File: config.mk
export PLATFORM = sky130hd
export DESIGN_NAME = uart_time_cmd
export DESIGN_NICKNAME = d
export VERILOG_FILES = /design/src/rtl/uart_cmd_pkg.sv /design/src/rtl/uart_resp_tx.sv /design/src/rtl/uart_time_cmd.sv
export SDC_FILE = /design/constraint.sdc
export NUM_CORES = 1
export LEC_CHECK = 0
export ABC_CLOCK_PERIOD_IN_PS = 6110
export BUFFER_PORTS_ARGS = -buffer_cell sky130_fd_sc_hd__clkbuf_2
export CAP_MARGIN = 20
export CORE_AREA = 2 2 146 91
export DETAILED_ROUTE_END_ITERATION = 10
export DIE_AREA = 0 0 148 93
export GPL_TIMING_DRIVEN = 0
export HOLD_SLACK_MARGIN = 0.08
export PLACE_DENSITY = 0.74
export SYNTH_ARGS = -nofsm -noshare
export SYNTH_HDL_FRONTEND = slang
export SYNTH_SLANG_ARGS = --single-unit
File: constraint.sdc
create_clock -name clk -period 6.11 [get_ports clk]
set_clock_uncertainty 0.1 [all_clocks]
set_input_delay 1.222 -clock clk [delete_from_list [all_inputs] [get_ports clk]]
set_output_delay 1.222 -clock clk [all_outputs]
set_load 0.01 [all_outputs]
File: src/rtl/uart_cmd_pkg.sv
// Shared constants, types and response byte ROM for the UART time command layer.
package uart_cmd_pkg;

  localparam logic [7:0] CH_T     = 8'h54;
  localparam logic [7:0] CH_R     = 8'h52;
  localparam logic [7:0] CH_COLON = 8'h3A;
  localparam logic [7:0] CH_CR    = 8'h0D;
  localparam logic [7:0] CH_LF    = 8'h0A;
  localparam logic [7:0] CH_O     = 8'h4F;
  localparam logic [7:0] CH_K     = 8'h4B;
  localparam logic [7:0] CH_E     = 8'h45;

  typedef enum logic [1:0] {RSP_OK, RSP_ER, RSP_TIME} rsp_e;
  typedef enum logic [1:0] {P_IDLE, P_SET, P_RDCR, P_DISCARD} pstate_e;
  typedef enum logic [1:0] {T_IDLE, T_LOAD, T_WAIT} tstate_e;

  typedef struct packed {
    rsp_e        code;
    logic [23:0] snap;   // BCD hh:mm:ss, only meaningful for RSP_TIME
  } rsp_req_t;

  function automatic logic [7:0] bcd_asc(input logic [3:0] n);
    return 8'h30 + {4'h0, n};
  endfunction

  function automatic logic [3:0] rsp_last(input rsp_e code);
    return (code == RSP_TIME) ? 4'd9 : 4'd3;
  endfunction

  function automatic logic [7:0] rsp_byte(input rsp_e code, input logic [3:0] idx,
                                          input logic [23:0] snap);
    logic [7:0] b;
    b = CH_LF;
    if (code == RSP_TIME) begin
      case (idx)
        4'd0: b = bcd_asc(snap[23:20]);
        4'd1: b = bcd_asc(snap[19:16]);
        4'd2: b = CH_COLON;
        4'd3: b = bcd_asc(snap[15:12]);
        4'd4: b = bcd_asc(snap[11:8]);
        4'd5: b = CH_COLON;
        4'd6: b = bcd_asc(snap[7:4]);
        4'd7: b = bcd_asc(snap[3:0]);
        4'd8: b = CH_CR;
        default: b = CH_LF;
      endcase
    end else begin
      case (idx)
        4'd0: b = (code == RSP_OK) ? CH_O : CH_E;
        4'd1: b = (code == RSP_OK) ? CH_K : CH_R;
        4'd2: b = CH_CR;
        default: b = CH_LF;
      endcase
    end
    return b;
  endfunction

endpackage

File: src/rtl/uart_resp_tx.sv
// Response sequencer: walks the bytes of one queued response through the UART transmitter.
module uart_resp_tx
  import uart_cmd_pkg::*;
#(
  parameter int DATA_WIDTH = 8
) (
  input  logic                  clk,
  input  logic                  reset,
  input  logic                  req_vld,
  input  rsp_req_t              req,
  input  logic                  tx_done,
  output logic [DATA_WIDTH-1:0] tx_data,
  output logic                  tx_start,
  output logic                  busy
);

  tstate_e  tst;
  rsp_req_t cur;
  logic [3:0] bidx;

  // tx_start is a default-low pulse; T_LOAD always sits between pulses so the gap is >= 1 cycle.
  always_ff @(posedge clk or posedge reset) begin
    if (reset) begin
      tst      <= T_IDLE;
      cur      <= '0;
      bidx     <= '0;
      tx_data  <= '0;
      tx_start <= 1'b0;
      busy     <= 1'b0;
    end else begin
      tx_start <= 1'b0;
      case (tst)
        T_IDLE: if (req_vld) begin
          cur  <= req;
          bidx <= '0;
          busy <= 1'b1;
          tst  <= T_LOAD;
        end
        T_LOAD: begin
          tx_data  <= rsp_byte(cur.code, bidx, cur.snap);
          tx_start <= 1'b1;
          tst      <= T_WAIT;
        end
        T_WAIT: if (tx_done) begin
          if (bidx == rsp_last(cur.code)) begin
            busy <= 1'b0;
            tst  <= T_IDLE;
          end else begin
            bidx <= bidx + 4'd1;
            tst  <= T_LOAD;
          end
        end
        default: tst <= T_IDLE;
      endcase
    end
  end

endmodule

File: src/rtl/uart_time_cmd.sv
// ASCII set/read-time command parser sitting between uart_top and the clock core.
module uart_time_cmd
  import uart_cmd_pkg::*;
#(
  parameter int DATA_WIDTH = 8,
  parameter int IDLE_TO    = 1_000_000
) (
  input  logic                  clk,
  input  logic                  reset,
  input  logic [DATA_WIDTH-1:0] rx_data,
  input  logic                  rx_done,
  output logic [DATA_WIDTH-1:0] tx_data,
  output logic                  tx_start,
  input  logic                  tx_done,
  input  logic [7:0]            cur_h,
  input  logic [7:0]            cur_m,
  input  logic [7:0]            cur_s,
  output logic                  set_stb,
  output logic [7:0]            set_h,
  output logic [7:0]            set_m,
  output logic [7:0]            set_s,
  output logic                  busy
);

  localparam int TW = $clog2(IDLE_TO + 1);

  pstate_e     pst;
  logic [3:0]  idx;
  logic [23:0] fld;
  logic [TW-1:0] to_cnt;
  rsp_req_t    req;
  logic        req_vld;
  logic        rx_ok, is_digit, range_ok;

  // Half-duplex host: bytes arriving while a response is in flight are dropped.
  assign rx_ok    = rx_done & ~busy;
  assign is_digit = (rx_data >= 8'h30) && (rx_data <= 8'h39);
  assign range_ok = (fld[23:20] <= 4'd2) && ((fld[23:20] != 4'd2) || (fld[19:16] <= 4'd3)) &&
                    (fld[15:12] <= 4'd5) && (fld[7:4] <= 4'd5);

  always_ff @(posedge clk or posedge reset) begin
    if (reset) begin
      pst     <= P_IDLE;
      idx     <= '0;
      fld     <= '0;
      to_cnt  <= '0;
      req     <= '0;
      req_vld <= 1'b0;
      set_stb <= 1'b0;
      set_h   <= '0;
      set_m   <= '0;
      set_s   <= '0;
    end else begin
      set_stb <= 1'b0;
      req_vld <= 1'b0;
      if (rx_ok) begin
        to_cnt <= '0;
        case (pst)
          P_IDLE: begin
            if (rx_data == CH_T) begin
              pst <= P_SET;
              idx <= 4'd1;
            end else if (rx_data == CH_R) begin
              pst <= P_RDCR;
            end else if (rx_data == CH_CR) begin
              req.code <= RSP_ER;
              req_vld  <= 1'b1;
            end else begin
              pst <= P_DISCARD;
            end
          end
          P_SET: begin
            if (rx_data == CH_CR) begin
              if (idx == 4'd9 && range_ok) begin
                set_stb  <= 1'b1;
                set_h    <= fld[23:16];
                set_m    <= fld[15:8];
                set_s    <= fld[7:0];
                req.code <= RSP_OK;
              end else begin
                req.code <= RSP_ER;
              end
              req_vld <= 1'b1;
              pst     <= P_IDLE;
            end else if (idx == 4'd3 || idx == 4'd6) begin
              if (rx_data == CH_COLON) idx <= idx + 4'd1;
              else                     pst <= P_DISCARD;
            end else if (idx == 4'd9 || !is_digit) begin
              pst <= P_DISCARD;
            end else begin
              case (idx)
                4'd1: fld[23:20] <= rx_data[3:0];
                4'd2: fld[19:16] <= rx_data[3:0];
                4'd4: fld[15:12] <= rx_data[3:0];
                4'd5: fld[11:8]  <= rx_data[3:0];
                4'd7: fld[7:4]   <= rx_data[3:0];
                default: fld[3:0] <= rx_data[3:0];
              endcase
              idx <= idx + 4'd1;
            end
          end
          P_RDCR: begin
            if (rx_data == CH_CR) begin
              req.code <= RSP_TIME;
              req.snap <= {cur_h, cur_m, cur_s};
              req_vld  <= 1'b1;
              pst      <= P_IDLE;
            end else begin
              pst <= P_DISCARD;
            end
          end
          default: if (rx_data == CH_CR) begin
            req.code <= RSP_ER;
            req_vld  <= 1'b1;
            pst      <= P_IDLE;
          end
        endcase
      end else if (pst != P_IDLE) begin
        // A stalled partial command is abandoned without any response.
        if (to_cnt == TW'(IDLE_TO - 1)) begin
          pst    <= P_IDLE;
          to_cnt <= '0;
        end else begin
          to_cnt <= to_cnt + 1'b1;
        end
      end
    end
  end

  uart_resp_tx #(.DATA_WIDTH(DATA_WIDTH)) u_tx (
    .clk      (clk),
    .reset    (reset),
    .req_vld  (req_vld),
    .req      (req),
    .tx_done  (tx_done),
    .tx_data  (tx_data),
    .tx_start (tx_start),
    .busy     (busy)
  );

endmodule

==> impl_results.md, run 1 <==
* Fmax achieved at 347 MHz
* Placer Congestion at 0.866
* Clock transition at the registers of the reported paths at 60 ps
* Period minus WS final at 2880 ps
* CTS root buffer: clkbuf_16
* H-tree depth at 4
* Status: completed
* Final hold violation count at 0
* Leak Pwr at 3.97 nW
* Avg Cell Area, Syn at 12.4 µm²
* Final setup viols at 0
* Die Y at 93 µm
* Detailed Place HPWL at 9.77 mm
* DIE WIDTH at 148 µm
* Pre-CTS setup slack at 2800 ps
* Unrepaired setup endpoints after global routing: false
* Initial core utilization at 53.7%
* Io pins at 71
* Vias per inst at 5.64
* Post-CTS Resized at 0
* Antenna diodes at 0
* Hold buffers post-CTS at 0
* Ys flop type: dfrtp_1
* Residual DRC at 0
* Post-layout util at 62.7%
* Min Hold Slack at 374 ps
* Post-synth EDFFs at 0
* Total grt overflow at 0
* Setup crit end kind: register
* Clock sinks at 143
* Final worst-path cycle share at 47.1%
* Warnings, synthesis at 0
* Crit path DAT at 3070 ps
* Post-Syn Instances at 540
* Post-synth top area share at 53.3%
* Peak VDD IR at 180 µV
* Largest net degree at the start of global routing at 93
* WS Path Type: in -> reg
* Cell mode on critical path: buf_6
* Pre-Repair DR Iteration Count at 5
* Critical Path Start Type: input pin
* Top post-synthesis cells by area: dfrtp_1 53%, mux2_2 7.1%, mux2_1 6.0%
* Critical path buffers and inverters at 3
* Die Area at 13800 µm²
* Post-route setup slack at 3230 ps
* Worst Path Required at 6300 ps
* Area Growth Syn to Fin at 16.7%
* Fill count at 966
* Crit path max fanout at 10
* Antenna violations before repair at 0
* Synth area leader: dfrtp_1
* First-pass GRT wire length at 23.4 mm
* Setup repair bufs after CTS at 0
* CTS tree: yes
* Syn nets at 589
* PD cells at 324 nW/µm²
* Final net count at 676
* Slew @ Worst Pin at 793 ps
* Worst-path cell chain: clkbuf_2 > nor4b_4 > nand4_2 > or2_1 > buf_6 > nor2_4 > buf_6 > mux2_1
* IO buf count at 67
* Total GRT Usage at 21.7%
* #FFs+latches synth at 143
* Clk buf depth at 2
* FP Rows at 32
* Sequential fraction of the synthesis area at 53.3%
* Most numerous cell in the Yosys netlist: dfrtp_1
* Core Region at 12500 µm²
* Synth Cell Area at 6710 µm²
* ANT nets after route at 0
* Post-synth ARST share at 100%
* Post-Place Cells at 778
* Cell Count, Final, Fillers Out at 810
* Final Max Tran Viols at 0
* Worst path top cell family by delay: simple AND/OR/NAND/NOR gates
* Max-slew headroom at 46.7%
* HP Class: reg -> reg
* Total CTS buffers at 17
* Post-synthesis cell type count at 68
* Critical path's slowest cell: mux2_1
* Ratio of cells with drive above 1 in the final layout at 29.8%
* Vias at 4567
* Maxcap violations at 0
* Vias in the first global route at 4638
* R2R Setup Slk at 3470 ps
* Routed len/inst at 17.3 µm
* Setup TNS at 0 ps
* Top cells by count, synth: 143 x dfrtp_1, 44 x nor2_1, 42 x mux2_2, 36 x mux2_1, 27 x nand2_1
* DRT iter0 DRCs at 368
* Max incr delay on CP at 340 ps
* Clk Latency, worst-skew pair at 410 ps
* Routed WL at 14.0 mm
where the power goes:
part	total [W]	internal [W]	switching, W	leakage (nW)
clock network	0.000941	0.000550	0.000391	0.259
registers	0.00107	0.00102	0.0000593	1.97
logic	0.000518	0.000202	0.000316	1.75
total	0.00253	0.00177	0.000766	3.97
registers in the layout, summed over array words and instances (netlist names), 4 cells and up:
register      flops
req              26
u_tx.cur         26
fld              24
to_cnt           20
set_h             8
set_m             8
set_s             8
u_tx.tx_data      7
idx               4
u_tx.bidx         4
stage by stage:
stage | area, µm² | total power (W)
CTS | 7830 | 0.00254
finish | 7830 | 0.00253
global placement | 7260 | 0.00156
detailed placement | 7290 | 0.00159
floorplan | 6710 | 0.00145
global route | 7830 | 0.00266
layout make-up:
class / count / area (µm²) / area share (%)
flip-flops and latches: 143 / 3580 / 45.7
multi-input cells: 356 / 2910 / 37.2
clock buffers: 23 / 478 / 6.11
repair buffers: 68 / 363 / 4.64
well taps: 170 / 213 / 2.72
plain buffers: 25 / 153 / 1.95
inverters: 16 / 70.1 / 0.895
clock inverters: 9 / 60.1 / 0.767
routing by layer:
metal | GRT usage (%) | vias to the layer above | share of wire (%) | wire, µm
li1 | - | 2105 | - | -
met1 | 31.3 | 2286 | 49 | 6820
met2 | 32.4 | 149 | 44 | 6180
met3 | 5.66 | 27 | 6.0 | 837
met4 | 6.75 | 0 | 1.2 | 167
met5 | 0 | - | 0 | 0
cell families after synthesis:
group	after synthesis	share of synthesized area, %
buffers and inverters	41	3.25
adders and majority gates	13	2.42
muxes	102	18.2
xor gates and xnor gates	17	2.22
AOI/OAI and AO/OA	63	6.77
other	1	0.0559
DFF	143	53.3
and+or+nand+nor	160	13.8
final timing paths:
| path | to | cells past startpoint | from |
|---|---|---|---|
| worst max-delay path | set_h[3] | 8 | rx_data[2] |
| worst min-delay path | req[25] | 2 | req[25] |
| worst max register to register | fld[2] | 8 | pst[1] |
| worst min register to register | req[25] | 2 | req[25] |
| max in group asynchronous | to_cnt[1] | 3 | reset |
| min in group asynchronous | set_m[2] | 2 | reset |
worst reg2reg max path, delay by kind of cell, from the launching register on:
kind                       cells  cell delay (ps)
muxes                          1              360
DFF                            1              420
buffers and inverters          2              260
and+or+nand+nor                3              950
AOI/OAI and AO/OA              1              310
adders and majority gates      1              140
layout by cell type, fill, tap and decap left out, types with 4 or more instances in the layout:
master	count
inv_1	14
clkbuf_16	17
nand2b_1	6
nand4_1	6
xnor2_1	5
a21oi_1	14
mux2_4	20
nor4b_1	4
a31oi_1	5
dfrtp_1	143
nand3_2	5
nor4_1	6
or3_1	4
nand3_1	17
mux2i_1	4
mux2_1	36
nor2_1	44
xor2_1	12
clkinv_2	4
mux2_2	42
buf_6	6
clkbuf_1	14
clkbuf_2	68
and3_1	6
nor2b_1	10
buf_2	4
a221oi_1	4
ha_1	13
o21ai_0	12
nand2_1	27
Note: power is estimated with default switching activity, not from simulation.
==> run 2, diff against run 1 <==
--- a/config.mk
+++ b/config.mk
@@ -5,12 +5,12 @@
 export SDC_FILE = /design/constraint.sdc
 export NUM_CORES = 1
 export LEC_CHECK = 0
-export ABC_CLOCK_PERIOD_IN_PS = 6110
+export ABC_CLOCK_PERIOD_IN_PS = 2500
 export BUFFER_PORTS_ARGS = -buffer_cell sky130_fd_sc_hd__clkbuf_2
 export CAP_MARGIN = 20
-export CORE_AREA = 2 2 146 91
+export CORE_AREA = 2 2 149 93
 export DETAILED_ROUTE_END_ITERATION = 10
-export DIE_AREA = 0 0 148 93
+export DIE_AREA = 0 0 151 95
 export GPL_TIMING_DRIVEN = 0
 export HOLD_SLACK_MARGIN = 0.08
 export PLACE_DENSITY = 0.74
==> constraint.sdc (replaced) <==
create_clock -name clk -period 2.5 [get_ports clk]
set_clock_uncertainty 0.1 [all_clocks]
set_input_delay 0.5 -clock clk [delete_from_list [all_inputs] [get_ports clk]]
set_output_delay 0.5 -clock clk [all_outputs]
set_load 0.01 [all_outputs]
==> impl_results.md, run 2 (synthesis gave the netlist of run 1 again) <==
* HP Class: in -> reg
* Critical path buffers and inverters at 3
* Area Growth Syn to Fin at 19.8%
* Vias in the first global route at 4325
* Clk buf depth at 2
* H-tree depth at 4
* DIE WIDTH at 151 µm
* Crit Reg-Reg Startpoint: pst[1]
* Core Region at 13100 µm²
* Reg2reg end: fld[6]
* Critical Path Start Type: register
* Die Y at 95 µm
* Worst r2r path cells at 9
* Worst Path Required at 2690 ps
* Routed len/inst at 16.2 µm
* Setup crit end kind: register
* Io pins at 71
* Critical path's slowest cell: dfrtp_1
* Total grt overflow at 0
* Clock sinks at 143
* ANT nets after route at 0
* Post-route setup slack at 35.6 ps
* First-pass GRT wire length at 21.8 mm
* Period minus WS final at 2460 ps
* Largest net degree at the start of global routing at 44
* Placer Congestion at 0.952
* Final worst-path cycle share at 98.6%
* Die Area at 14300 µm²
* Leak Pwr at 4.05 nW
* Commonest non-fill, non-tap cell in the layout: dfrtp_1
* Clock transition at the registers of the reported paths at 60 ps
* R2R Setup Slk at 40 ps
* Final setup viols at 0
* Hold Crit Depth at 2
* Initial core utilization at 51.1%
* CTS tree: yes
* Routed WL at 13.4 mm
* Fmax achieved at 406 MHz
* DRT iter0 DRCs at 369
* Vias at 4513
* Worst path top cell family by delay: simple AND/OR/NAND/NOR gates
* CTS root buffer: clkbuf_16
* Total CTS buffers at 17
* Detailed Place HPWL at 9.70 mm
* Pre-Repair DR Iteration Count at 5
* Fill count at 1010
* Clk Latency, worst-skew pair at 410 ps
* Peak VDD IR at 386 µV
* Commonest cells after routing, fill and taps aside: 142 x dfrtp_1, 69 x clkbuf_2, 44 x nor2_1, 42 x mux2_2, 35 x mux2_1
* Post-layout util at 61.2%
* Hold endpoint: req[8]
* Setup TNS at 0 ps
* PD cells at 791 nW/µm²
* Antenna diodes at 0
* Antenna violations before repair at 0
* Crit path max fanout at 10
* Slew @ Worst Pin at 567 ps
* Final net count at 685
* Largest registers: req x26, u_tx.cur x26, fld x24
* Worst-path cell chain: inv_1 > ha_1 > buf_6 > nand4bb_4 > or2_4 > nor4_4 > buf_6 > nand3_2 > mux2_1
* Unrepaired setup endpoints after global routing: true
* FP Rows at 33
* Pre-CTS setup slack at -122 ps
* Total GRT Usage at 19.7%
* HP Start: cur_m[0]
* Maxcap violations at 0
* WS Path Type: reg -> reg
* Vias per inst at 5.48
* Status: completed
* IO buf count at 67
* Final hold violation count at 0
* Final Max Tran Viols at 0
* Cell mode on critical path: buf_6
* Ratio of cells with drive above 1 in the final layout at 32.2%
* Max-slew headroom at 62.2%
* Crit path DAT at 2660 ps
* Max incr delay on CP at 420 ps
* Residual DRC at 0
==> run 2: worst max-delay path by stage <==
stage,slack [ps],start,depth (start not counted),end
after global routing,-40,pst[1],9,fld[5]
after CTS,10,idx[1],8,set_h[5]
after detailed placement,-120,pst[1],8,fld[3]
after floorplan,110,reset,1,fld[0]
final,40,pst[1],9,fld[6]
after global placement,-670,reset,2,to_cnt[6]
==> run 2: repair_timing <==
item                                    in CTS  in global routing
gates cloned                                 0                  0
hold buffers                                 1                  0
buffers inserted                             1                  4
resized for setup                            3                 10
endpoints found under the hold margin        9                  0
pin swaps                                    1                  2
endpoints found under the setup margin      40                 49
==> run 2: worst register-to-register path, cell delays in order (launching register included) <==
cell	delay, ps
dfrtp_1	420
inv_1	100
ha_1	160
buf_6	150
nand4bb_4	160
or2_4	290
nor4_4	310
buf_6	190
nand3_2	140
mux2_1	350
==> run 2: power breakdown <==
part | switching [W] | internal [W] | leakage [nW] | total, W
clock network | 0.00102 | 0.00141 | 0.271 | 0.00243
logic | 0.000771 | 0.000535 | 1.81 | 0.00131
registers | 0.000137 | 0.00248 | 1.96 | 0.00262
==> run 2: metal layers <==
metal | global-route usage (%) | wire length [µm] | vias to the layer above | part of all wire, %
li1 | - | - | 2129 | -
met1 | 30.2 | 6710 | 2254 | 50
met2 | 27.5 | 5800 | 122 | 43
met3 | 4.98 | 763 | 8 | 5.7
met4 | 5.92 | 110 | 0 | 0.82
met5 | 0 | 0 | - | 0
==> run 2: through the flow <==
stage | area [µm²] | power, W | hold slack [ps] | std cells
final | 8030 | 0.00635 | 216 | 824
after detailed placement | 7350 | 0.00389 | 358 | 786
after global placement | 7270 | 0.00382 | 356 | 782
after floorplan | 6710 | 0.00354 | 333 | 540
after CTS | 7960 | 0.00634 | 202 | 820
after global routing | 8030 | 0.00667 | 198 | 824
==> run 2: final cells by class <==
type                            instances  area (µm²)  area share [%]
Timing Repair Buffer                   77         467            5.81
Clock buffer                           18         439            5.47
Buffer                                 25         158            1.96
Tap cell                              175         219            2.73
Sequential cell                       143        3580            44.6
Clock inverter                         14         134            1.67
Inverter                               16        68.8           0.857
Multi-Input combinational cell        356        2970            37.0
==> run 3, diff against run 2 <==
--- a/config.mk
+++ b/config.mk
@@ -14,6 +14,7 @@
 export GPL_TIMING_DRIVEN = 0
 export HOLD_SLACK_MARGIN = 0.08
 export PLACE_DENSITY = 0.74
+export RECOVER_POWER = 100
 export SYNTH_ARGS = -nofsm -noshare
 export SYNTH_HDL_FRONTEND = slang
 export SYNTH_SLANG_ARGS = --single-unit
==> impl_results.md, run 3 (synthesis gave the netlist of run 1 again) <==
* Status: completed
* R2R Setup Slk at 30 ps
* Clock transition at the registers of the reported paths at 60 ps
* Cell Count, Final, Fillers Out at 824
* Comb pwr share at 20.3%
* Crit path max fanout at 10
* DIE WIDTH at 151 µm
* Fmax achieved at 406 MHz
* Io pins at 71
* Share of power burned in registers at 41.3%
* H-tree depth at 4
* Die Area at 14300 µm²
* Hold endpoint: req[8]
* Total grt overflow at 0
* Initial core utilization at 51.1%
* Placer Congestion at 0.952
* Max-slew headroom at 31.3%
* Final Max Tran Viols at 0
* Leak Pwr at 3.92 nW
* Routed len/inst at 16.3 µm
* HP Class: in -> reg
* Area Growth Syn to Fin at 18.7%
* Clock power frac at 38.4%
* Peak VDD IR at 387 µV
* First-pass GRT wire length at 21.8 mm
* Routed WL at 13.4 mm
* Crit path DAT at 2650 ps
* Final hold violation count at 0
* Detailed Place HPWL at 9.70 mm
* Antenna violations before repair at 0
* Final net count at 685
* Total CTS buffers at 17
* Clk Latency, worst-skew pair at 410 ps
* Commonest cells after routing, fill and taps aside: 142 x dfrtp_1, 45 x clkbuf_1, 44 x nor2_1, 42 x mux2_2, 37 x clkbuf_2
* Setup TNS at 0 ps
* Max incr delay on CP at 410 ps
* HP Start: cur_m[0]
* Slew @ Worst Pin at 1030 ps
* Worst Path Required at 2690 ps
* Die Y at 95 µm
* FF+latch area at 3580 µm²
* Sw power at 0.00193 W
* Critical path buffers and inverters at 3
* IO buf count at 67
* Cell mode on critical path: buf_6
* Largest registers: req x26, u_tx.cur x26, fld x24
* Final worst-path cycle share at 98.6%
* Maxcap violations at 0
* Core Region at 13100 µm²
* Total GRT Usage at 19.7%
* Sw frac at 30.4%
* Worst-path cell chain: inv_1 > ha_1 > buf_6 > nand4bb_4 > or2_4 > nor4_4 > buf_6 > nand3_2 > mux2_1
* Antenna diodes at 0
* Setup crit end kind: register
* PD cells at 797 nW/µm²
* Multi-input logic area at 2970 µm²
* WS Path Type: reg -> reg
* Residual DRC at 0
* Worst r2r path cells at 9
* Commonest non-fill, non-tap cell in the layout: dfrtp_1
* Largest net degree at the start of global routing at 44
* Ratio of cells with drive above 1 in the final layout at 27.0%
* CTS root buffer: clkbuf_16
* DRT iter0 DRCs at 355
* Period minus WS final at 2470 ps
* Pre-Repair DR Iteration Count at 7
* Critical path's slowest cell: dfrtp_1
* P_int at 0.00441 W
* Clk buf depth at 2
* Vias in the first global route at 4325
* ANT nets after route at 0
* Reg2reg end: fld[22]
* FP Rows at 33
* Vias per inst at 5.47
* Clock sinks at 143
* CTS tree: yes
* Crit Reg-Reg Startpoint: pst[1]
* Vias at 4505
* Final setup viols at 0
* Post-Place Cells at 786
* Hold Crit Depth at 2
* Unrepaired setup endpoints after global routing: true
* Fill count at 1033
* Worst path top cell family by delay: simple AND/OR/NAND/NOR gates
* Critical Path Start Type: register
[run 3: metrics by stage]
step                      utilization [%]  hold WS, ps  power [W]  instance area [µm²]  setup slack [ps]
after CTS                            60.6          202    0.00634                 7960              9.77
after global placement               55.3          356    0.00382                 7270              -666
final                                60.6          216    0.00634                 7960              34.5
after detailed placement             55.9          358    0.00389                 7350              -122
after global routing                 60.6          198    0.00665                 7960             -38.5
after floorplan                         -          333    0.00354                 6710               109
[run 3: cell type report]
cell class                      count  area share, %
Inverter                           16          0.833
Tap cell                          175           2.75
Multi-Input combinational cell    356           37.3
Clock inverter                     14           1.68
Clock buffer                       18           5.52
Sequential cell                   143           45.0
Timing Repair Buffer               77           4.95
Buffer                             25           1.98
[run 3: power by group through the flow]
stage          combinational, W  clock [W]  sequential [W]
4_1_cts                 0.00125    0.00248         0.00261
3_3_place_gp            0.00118          0         0.00264
6_report                0.00129    0.00243         0.00262
5_1_grt                 0.00143    0.00258         0.00264
2_1_floorplan          0.000898          0         0.00264
3_5_place_dp            0.00123          0         0.00266
[run 3: worst max path at each step]
| stage | slack [ps] | cells after the start | from | end |
|---|---|---|---|---|
| floorplan | 110 | 1 | reset | fld[0] |
| finish | 30 | 9 | pst[1] | fld[22] |
| CTS | 10 | 8 | idx[1] | set_h[5] |
| global route | -40 | 9 | pst[1] | fld[5] |
| global placement | -670 | 2 | reset | to_cnt[6] |
| detailed placement | -120 | 8 | pst[1] | fld[3] |
[run 3: what timing repair did]
item	CTS	global route
setup buffers	1	4
endpoints found under the hold margin	9	0
pin swaps	1	2
gates resized for setup	3	10
hold buffers	1	0
setup endpoints to repair	40	49
[run 3: metal layers]
metal | global-route usage (%) | up-vias | part of all wire (%)
met1 | 30.2 | 2252 | 51
met5 | 0 | - | 0
met2 | 27.5 | 117 | 43
met3 | 4.98 | 7 | 5.2
li1 | - | 2129 | -
met4 | 5.92 | 0 | 0.81
